[src/rtl/uart_pkg.sv]
// Shared UART definitions: FSM state encoding, parity type codes and the
// default word width. The RX parity checker imports the same package so
// both ends of the link agree on what "even" and "odd" mean.
package uart_pkg;

  typedef enum logic [2:0] {
    IDLE   = 3'd0,
    START  = 3'd1,
    DATA   = 3'd2,
    PARITY = 3'd3,
    STOP   = 3'd4
  } state_e;

  localparam logic PAR_EVEN = 1'b0;
  localparam logic PAR_ODD  = 1'b1;

  localparam int DEFAULT_DATA_WIDTH = 8;

endpackage

[src/rtl/parity_calc.sv]
// Combinational parity generator. Even parity is the XOR of the word,
// odd parity its inverse, matching the rule the receiver checks.
module parity_calc
  import uart_pkg::*;
#(
  parameter int DATA_WIDTH = DEFAULT_DATA_WIDTH
) (
  input  logic [DATA_WIDTH-1:0] data_i,
  input  logic                  par_typ_i,
  output logic                  par_o
);

  assign par_o = (par_typ_i == PAR_ODD) ? ~(^data_i) : (^data_i);

endmodule

[src/rtl/uart_tx.sv]
// UART transmitter: latches a parallel word on Data_Valid and shifts it out
// LSB-first as start, data, optional parity and stop bit(s), each held for
// CLKS_PER_BIT clocks. TX_OUT and busy are registered.
// Build option: define UART_TX_STOP2_EN for two stop bits per frame.
module uart_tx
  import uart_pkg::*;
#(
  parameter int DATA_WIDTH   = DEFAULT_DATA_WIDTH,
  parameter int CLKS_PER_BIT = 1
) (
  input  logic                  clk,
  input  logic                  rst,
  input  logic [DATA_WIDTH-1:0] P_DATA,
  input  logic                  Data_Valid,
  input  logic                  PAR_EN,
  input  logic                  PAR_TYP,
  output logic                  TX_OUT,
  output logic                  busy
);

`ifdef UART_TX_STOP2_EN
  localparam int STOP_BITS = 2;
`else
  localparam int STOP_BITS = 1;
`endif

  localparam int CW = (CLKS_PER_BIT > 1) ? $clog2(CLKS_PER_BIT) : 1;
  localparam int BW = (DATA_WIDTH > 2) ? $clog2(DATA_WIDTH) : 1;

  localparam logic [CW-1:0] CYC_LAST  = CW'(CLKS_PER_BIT - 1);
  localparam logic [BW-1:0] BIT_LAST  = BW'(DATA_WIDTH - 1);
  localparam logic [BW-1:0] STOP_LAST = BW'(STOP_BITS - 1);

  state_e                  state_q;
  logic [CW-1:0]           cyc_q;
  logic [BW-1:0]           bit_q;
  logic [DATA_WIDTH-1:0]   shadow_q;
  logic                    par_en_q;
  logic                    par_typ_q;
  logic                    tx_q;
  logic                    busy_q;

  logic                    cyc_last;
  logic [BW-1:0]           bit_nxt;
  logic                    par_bit;

  assign cyc_last = (cyc_q == CYC_LAST);
  assign bit_nxt  = bit_q + 1'b1;
  assign TX_OUT   = tx_q;
  assign busy     = busy_q;

  // Parity is taken from the latched word and type, never the live inputs.
  parity_calc #(.DATA_WIDTH(DATA_WIDTH)) u_parity (
    .data_i    (shadow_q),
    .par_typ_i (par_typ_q),
    .par_o     (par_bit)
  );

  // Frame FSM: bit/cycle counters, shadow capture and registered line/busy.
  always_ff @(posedge clk or posedge rst) begin
    if (rst) begin
      state_q   <= IDLE;
      cyc_q     <= '0;
      bit_q     <= '0;
      shadow_q  <= '0;
      par_en_q  <= 1'b0;
      par_typ_q <= 1'b0;
      tx_q      <= 1'b1;
      busy_q    <= 1'b0;
    end else begin
      case (state_q)
        IDLE: begin
          tx_q   <= 1'b1;
          busy_q <= 1'b0;
          if (Data_Valid) begin
            shadow_q  <= P_DATA;
            par_en_q  <= PAR_EN;
            par_typ_q <= PAR_TYP;
            state_q   <= START;
            tx_q      <= 1'b0;
            busy_q    <= 1'b1;
            cyc_q     <= '0;
            bit_q     <= '0;
          end
        end
        START: begin
          if (cyc_last) begin
            cyc_q   <= '0;
            bit_q   <= '0;
            state_q <= DATA;
            tx_q    <= shadow_q[0];
          end else begin
            cyc_q <= cyc_q + 1'b1;
          end
        end
        DATA: begin
          if (cyc_last) begin
            cyc_q <= '0;
            if (bit_q == BIT_LAST) begin
              bit_q <= '0;
              if (par_en_q) begin
                state_q <= PARITY;
                tx_q    <= par_bit;
              end else begin
                state_q <= STOP;
                tx_q    <= 1'b1;
              end
            end else begin
              bit_q <= bit_nxt;
              tx_q  <= shadow_q[bit_nxt];
            end
          end else begin
            cyc_q <= cyc_q + 1'b1;
          end
        end
        PARITY: begin
          if (cyc_last) begin
            cyc_q   <= '0;
            bit_q   <= '0;
            state_q <= STOP;
            tx_q    <= 1'b1;
          end else begin
            cyc_q <= cyc_q + 1'b1;
          end
        end
        STOP: begin
          if (cyc_last) begin
            cyc_q <= '0;
            if (bit_q == STOP_LAST) begin
              bit_q <= '0;
              // Last stop cycle doubles as the back-to-back acceptance window.
              if (Data_Valid) begin
                shadow_q  <= P_DATA;
                par_en_q  <= PAR_EN;
                par_typ_q <= PAR_TYP;
                state_q   <= START;
                tx_q      <= 1'b0;
                busy_q    <= 1'b1;
              end else begin
                state_q <= IDLE;
                tx_q    <= 1'b1;
                busy_q  <= 1'b0;
              end
            end else begin
              bit_q <= bit_nxt;
            end
          end else begin
            cyc_q <= cyc_q + 1'b1;
          end
        end
        default: begin
          state_q <= IDLE;
          cyc_q   <= '0;
          bit_q   <= '0;
          tx_q    <= 1'b1;
          busy_q  <= 1'b0;
        end
      endcase
    end
  end

endmodule

[config.mk]
export PLATFORM = sky130hd
export DESIGN_NAME = uart_tx
export DESIGN_NICKNAME = d
export VERILOG_FILES = /design/src/rtl/uart_pkg.sv /design/src/rtl/parity_calc.sv /design/src/rtl/uart_tx.sv
export SDC_FILE = /design/constraint.sdc
export NUM_CORES = 1
export LEC_CHECK = 0
export CAP_MARGIN = 20
export CELL_PAD_IN_SITES_DETAIL_PLACEMENT = 1
export CELL_PAD_IN_SITES_GLOBAL_PLACEMENT = 1
export CORE_MARGIN = 3
export CORE_UTILIZATION = 48
export CTS_BUF_LIST = sky130_fd_sc_hd__clkbuf_4 sky130_fd_sc_hd__clkbuf_8
export CTS_CLUSTER_DIAMETER = 40
export DETAILED_ROUTE_END_ITERATION = 8
export GPL_ROUTABILITY_DRIVEN = 0
export HOLD_SLACK_MARGIN = 0.1
export PLACE_DENSITY = 0.85
export SYNTH_ARGS = -nofsm -noshare
export SYNTH_HDL_FRONTEND = slang
export SYNTH_HIERARCHICAL = 1
export SYNTH_SLANG_ARGS = --single-unit
[constraint.sdc]
create_clock -name clk -period 3.7 [get_ports clk]
set_input_delay 0.74 -clock clk [delete_from_list [all_inputs] [get_ports clk]]
set_output_delay 0.74 -clock clk [all_outputs]
set_load 0.03 [all_outputs]
# Word level (Yosys, flattened, before mapping)
# Cells that the tools add are included.
# totals
register_bits,19
latch_bits,0
ramBits,0
romBits,0
inputBits,13
elab_cells,86
mem_count,0
# classes
addsub,2
mul,0
div,0
n_lt_le_gt_ge,1
n_eq_ne,13
shift,0
n_mux,48
n_bitwise,2
reduce_logical,12
# op_table
op,n
2-to-1 mux 3 bit,14
2-to-1 mux 8 bit,3
2-to-1 mux 1 bit,22
"inequality test 2 bit, second input constant",8
case mux 8 bit (2 select lines),1
case mux 3 bit (5 select lines),1
case mux 3 bit (4 select lines),1
parity 8 bit,1
AND reduction 7 bit,1
"== test 3 x 2 -> 1 bit, second input constant",2
"== test 3 bit, second input constant",2
logical NOT 3 bit,2
case mux 1 bit (2 select lines),3
AND reduction 3 bit,2
case mux 1 bit (5 select lines),1
AND reduction 5 bit,1
"less-than comparator 3 x 4 -> 1 bit, second input constant",1
AND reduction 4 bit,1
OR reduction 4 bit,1
"adder 3 x 1 -> 3 bit, second input constant",1
binary-select mux 1 bit (select 3 bit),1
"== test 3 x 1 -> 1 bit, second input constant",1
case mux 1 bit (3 select lines),1
OR reduction 3 bit,1
4 further kinds,5

# Depth between registers and ports, before layout
# depth
word_depth,7
depth_mapped,7
depth_no_buf,7

# Hierarchy
# The synthesis kept the hierarchy.
# by_module_without_submodules
mod,instances,cells_each,area_each_um2,seq_area_each_um2
uart_tx,1,79,970.9,451.7
parity_calc,1,7,82.6,0.0

# Worst setup path after synthesis
# No wires, ideal clock.
# synth_timing
kind,input to register
from,input Data_Valid
to,register par_typ_q
arrival_ns,1.697
slack_ns,1.878
path_stages,4
path_buffers,1
cell_sequence,inv_1 > a2111oi_4 > buf_6 > mux2_4
# synth_via
elab_chain_cells,4
# synth_lines
element,line,rtl
"start, declared",uart_tx.sv:14,"input logic Data_Valid,"
2-to-1 mux 1 bit *,-,
2-to-1 mux 1 bit (2 in series),-,
case mux 1 bit (2 select lines) *,-,
"end signal, assigned",uart_tx.sv:67,par_typ_q <= 1'b0;
"end signal, assigned",uart_tx.sv:78,par_typ_q <= PAR_TYP;
"end signal, assigned",uart_tx.sv:135,par_typ_q <= PAR_TYP;
"end, declared",uart_tx.sv:39,logic par_typ_q;
# Every way passes the cells marked *; elsewhere a longest branch is shown, timed or not. The select of a mux whose other input is x is not followed.
# A chain may end at the register's enable or synchronous reset.

# Worst setup path in the final report
# layout_timing
from,input Data_Valid
to,register shadow_q[2]
# layout_via
elab_chain_cells,4
# layout_lines
element,line,rtl
2-to-1 mux 8 bit *,-,
2-to-1 mux 8 bit (2 in series),-,
case mux 8 bit (2 select lines) *,-,
"end signal, assigned",uart_tx.sv:65,shadow_q <= '0;
"end signal, assigned",uart_tx.sv:76,shadow_q <= P_DATA;
"end signal, assigned",uart_tx.sv:133,shadow_q <= P_DATA;
"end, declared",uart_tx.sv:37,logic [DATA_WIDTH-1:0] shadow_q;
# Marked as above.

==> impl_summary.md <==
Outcome
The flow ran to the end, and the final reports show no timing, DRC or antenna violations.

Timing
Setup repair after global routing left no endpoint under its margin. The final max-slew violation count is 0. For the pin with the worst max-slew slack, the measured transition is between 0.8 and 0.9 ns. The count of final hold-check violations is 0. The maximum clock frequency is between 400 and 500 MHz.

The final clock period utilization by the worst path is 0.642. The worst slew margin relative to its limit is 0.404. The final worst hold slack is between 0.4 and 0.5 ns. Setup violations remaining at the end of the flow were counted as 0. Between clock sinks in the finished design, the worst skew comes to roughly 0.0054 ns. The final critical-path required period is roughly 2.4 ns. Adding up every negative setup slack in the final design gives 0 ns.

Pwr
The leakage power is approximately 0.00054 µW. The power density of the placed cells is 951 nW/µm². The share of total power dissipated in sequential elements is 0.347.

Of the total power, the clock network draws 0.092. The worst-case IR drop observed on VDD is roughly 460 µV. The internal portion of the total power is between 700 and 800 µW. Power comes to between 1000 and 1500 µW. Of the total power, combinational logic draws 0.561. The switching power total is roughly 460 µW. Of the total power, the share spent switching nets is 0.387.

Detailed routing
The highest metal layer with signal wires is met4. The detailed router finished its first iteration with 3 violations. In this run the remaining antenna-violating nets after routing total 0. The average via count per standard cell is 5.65. Detailed routing placed a total of 1180 µm of wire on met2. For this run, the detailed router's first-pass iteration total came to 2. The wire length per cell after detailed routing is between 15 and 20 µm. The routed length on met3 is about 44 µm. For this run, design rule violations remaining after detail routing come to 0. The met1 layer wirelength in the final routing is 960 µm. The total vias in the final route is 723.

After detailed routing, the total wire length is approximately 2200 µm.

Clock tree
The number of setup buffers added after CTS is 0. The number of clock buffers inserted by TritonCTS is 3. TritonCTS built the clock tree. In this run the number of H-tree levels came out at 1.

In this run the clock root is driven by a sky130_fd_sc_hd__clkbuf_4. The hold buffer count at cts is 0. The buffer levels on the longest clock path is 2.

Post-CTS repair changed the size of 0 cells. Clock tree synthesis found a total of 18 sinks. Clock latency on the worst-skew pair, taken at its later pin, is a little under 0.3 ns. After clock tree synthesis, the clock-pin slew on the worst setup and hold paths is approximately 0.090 ns.

Yosys
The net count of the mapped netlist is roughly 100. The synthesized netlist occupies a cell area of 1050 µm². The register area share after synthesis is 0.429.

The async set-reset flop share out of synthesis is 1.00. The main flop type after synthesis is sky130_fd_sc_hd__dfrtp_1. The synthesized design contains 18 register bits. The synthesized area divided by synthesized cell count is about 12 µm². The synthesized design contains 0 enable-type register cells. Yosys printed 6 warnings. The number of cells produced by synthesis is 86. The synthesized netlist contains 38 unique library cells.

Min path
Along the worst hold path, the cell count comes to 1. The end point of the worst hold path is busy$_DFFE_PP0P_. The origin of the worst min-delay path is busy$_DFFE_PP0P_. The path class of the tightest hold or removal check is reg2reg.

Placement
The placed wire-length estimate after detailed placement is between 1500 and 2000 µm. Including well taps, the total number of placed cells is ~120. In this run the tool buffered the top-level ports with 14 buffer cells.

Die
The area of the die is between 2000 and 3000 µm². After floorplanning, the core was divided into 16 placement rows. During I/O placement, the number of pins put on the boundary was 15. Measured along the x axis, the die boundary spans roughly 53 µm.

The initial utilization of the core area, before any placement, comes to 0.521. The core region is 2020 µm². The die is between 50 and 60 µm tall.

Setup path
In this run the critical register-to-register path is launched from bit_q[0]$_DFFE_PP0P_. Data on the critical path arrives at its endpoint at 2.56 ns. Measured in cells, the most critical reg-to-reg path has a length of 5. The category of the worst setup path capture point is a flop.

The endpoint identified for the worst register-to-register timing path is shadow_q[2]$_DFFE_PP0P_. For the worst setup path, the data required time is slightly below 4 ns. In this run the worst path has a maximum fanout of 11. The worst setup path is launched from a primary input.

The category of the most critical setup path is in2reg. The worst reg-to-reg setup slack is approximately 1.5 ns.

Finish
The number of antenna cells inserted is 0. At the end of the flow the core is filled with cells to 0.613. Relative to the synthesized area, the layout overhead comes to 17.7%. Fill cells in the final layout number roughly 210. The finished layout holds between 100 and 150 standard cells, fillers aside. The final layout contains 118 nets. The most common library cell in the layout ignoring fill and taps is sky130_fd_sc_hd__dfrtp_1. The library cells used most frequently in the layout, excluding fill and tap cells, are sky130_fd_sc_hd__dfrtp_1 (17), sky130_fd_sc_hd__clkdlybuf4s50_1 (14), sky130_fd_sc_hd__inv_1 (7), sky130_fd_sc_hd__mux2_4 (6), sky130_fd_sc_hd__nor2_1 (5). In the final layout, the share of cells above drive strength 1 is 0.208.

GRT
The maximum number of pins on one net before global-route repair is 19. The initial antenna violation count is 0. The total congestion overflow is 0. The number of global-route vias before repair is 784. The global-route wire length before repair is between 3000 and 4000 µm. The total global-route track usage is 0.201.

Run
The total of max-cap violations is 0.
==> kinds of logic after synthesis <==
| kind of cell | count (synthesis) | share of synthesized area |
|---|---|---|
| AOI/OAI and AO/OA | 17 | 0.122 |
| buffers and inverters | 11 | 0.0487 |
| muxes | 13 | 0.188 |
| adders and majority gates | 3 | 0.0356 |
| xor gates and xnor gates | 7 | 0.0784 |
| DFF | 18 | 0.429 |
| and+or+nand+nor | 17 | 0.0986 |
==> state kept, by name, summed over array words and instances (netlist names) <==
| name | cells |
|---|---|
| busy | 1 |
| par_en_q | 1 |
| bit_q | 3 |
| state_q | 3 |
| par_typ_q | 1 |
| shadow_q | 8 |
| TX_OUT | 1 |
==> cells in the mapped netlist, drive strengths merged, types with 2 or more instances <==
library cell | count | area share
nor2 | 5 | 0.018
inv | 7 | 0.025
dfrtp | 17 | 0.40
a21oi | 3 | 0.014
xnor2 | 5 | 0.049
mux2 | 10 | 0.13
nand2b | 3 | 0.025
buf | 3 | 0.020
nor3 | 2 | 0.0095
o21ai | 5 | 0.024
ha | 3 | 0.036
mux4 | 2 | 0.050
==> metrics by stage <==
stage	worst slack [ns]	area [µm²]
2_1_floorplan	1.88	1050
4_1_cts	1.29	1240
5_1_grt	1.25	1240
6_report	1.32	1240
3_5_place_dp	0.989	1210
3_3_place_gp	1.05	1210
==> per-layer routing <==
layer  GRT usage  vias to the layer above
met1       0.243                      373
met3      0.0338                        5
met4      0.0894                        0
met2       0.347                       11
met5           0                        -
li1            -                      334
==> layout make-up <==
class / instances / area (µm²) / area share
well taps: 27 / 33.8 / 0.0272
repair buffers: 15 / 148 / 0.119
inverters: 7 / 26.3 / 0.0212
clock buffers: 4 / 30.0 / 0.0242
flip-flops and latches: 18 / 452 / 0.364
multi-input cells: 57 / 551 / 0.444
==> power by group through the flow <==
stage / Combinational, µW / Sequential, µW / Clock [µW]
2_1_floorplan: 549 / 376 / 0
3_3_place_gp: 623 / 404 / 0
3_5_place_dp: 661 / 411 / 0
4_1_cts: 666 / 408 / 112
5_1_grt: 728 / 426 / 124
6_report: 661 / 409 / 109
==> worst max-delay path by stage <==
stage | startpoint | endpoint | slack (ns) | depth (start not counted)
after CTS | Data_Valid | shadow_q[2]$_DFFE_PP0P_ | 1.29 | 4
after floorplan | Data_Valid | par_typ_q$_DFFE_PP0P_ | 1.88 | 4
final | Data_Valid | shadow_q[2]$_DFFE_PP0P_ | 1.32 | 4
after detailed placement | Data_Valid | shadow_q[2]$_DFFE_PP0P_ | 0.99 | 4
after global routing | Data_Valid | shadow_q[1]$_DFFE_PP0P_ | 1.25 | 4
after global placement | Data_Valid | shadow_q[3]$_DFFE_PP0P_ | 1.05 | 4
==> worst max-delay path: stages <==
cell,delay [ns]
sky130_fd_sc_hd__clkdlybuf4s50_1,0.49
sky130_fd_sc_hd__inv_1,0.09
sky130_fd_sc_hd__a2111oi_4,0.83
sky130_fd_sc_hd__mux2_2,0.42
Power figures use the tool's default switching activity.
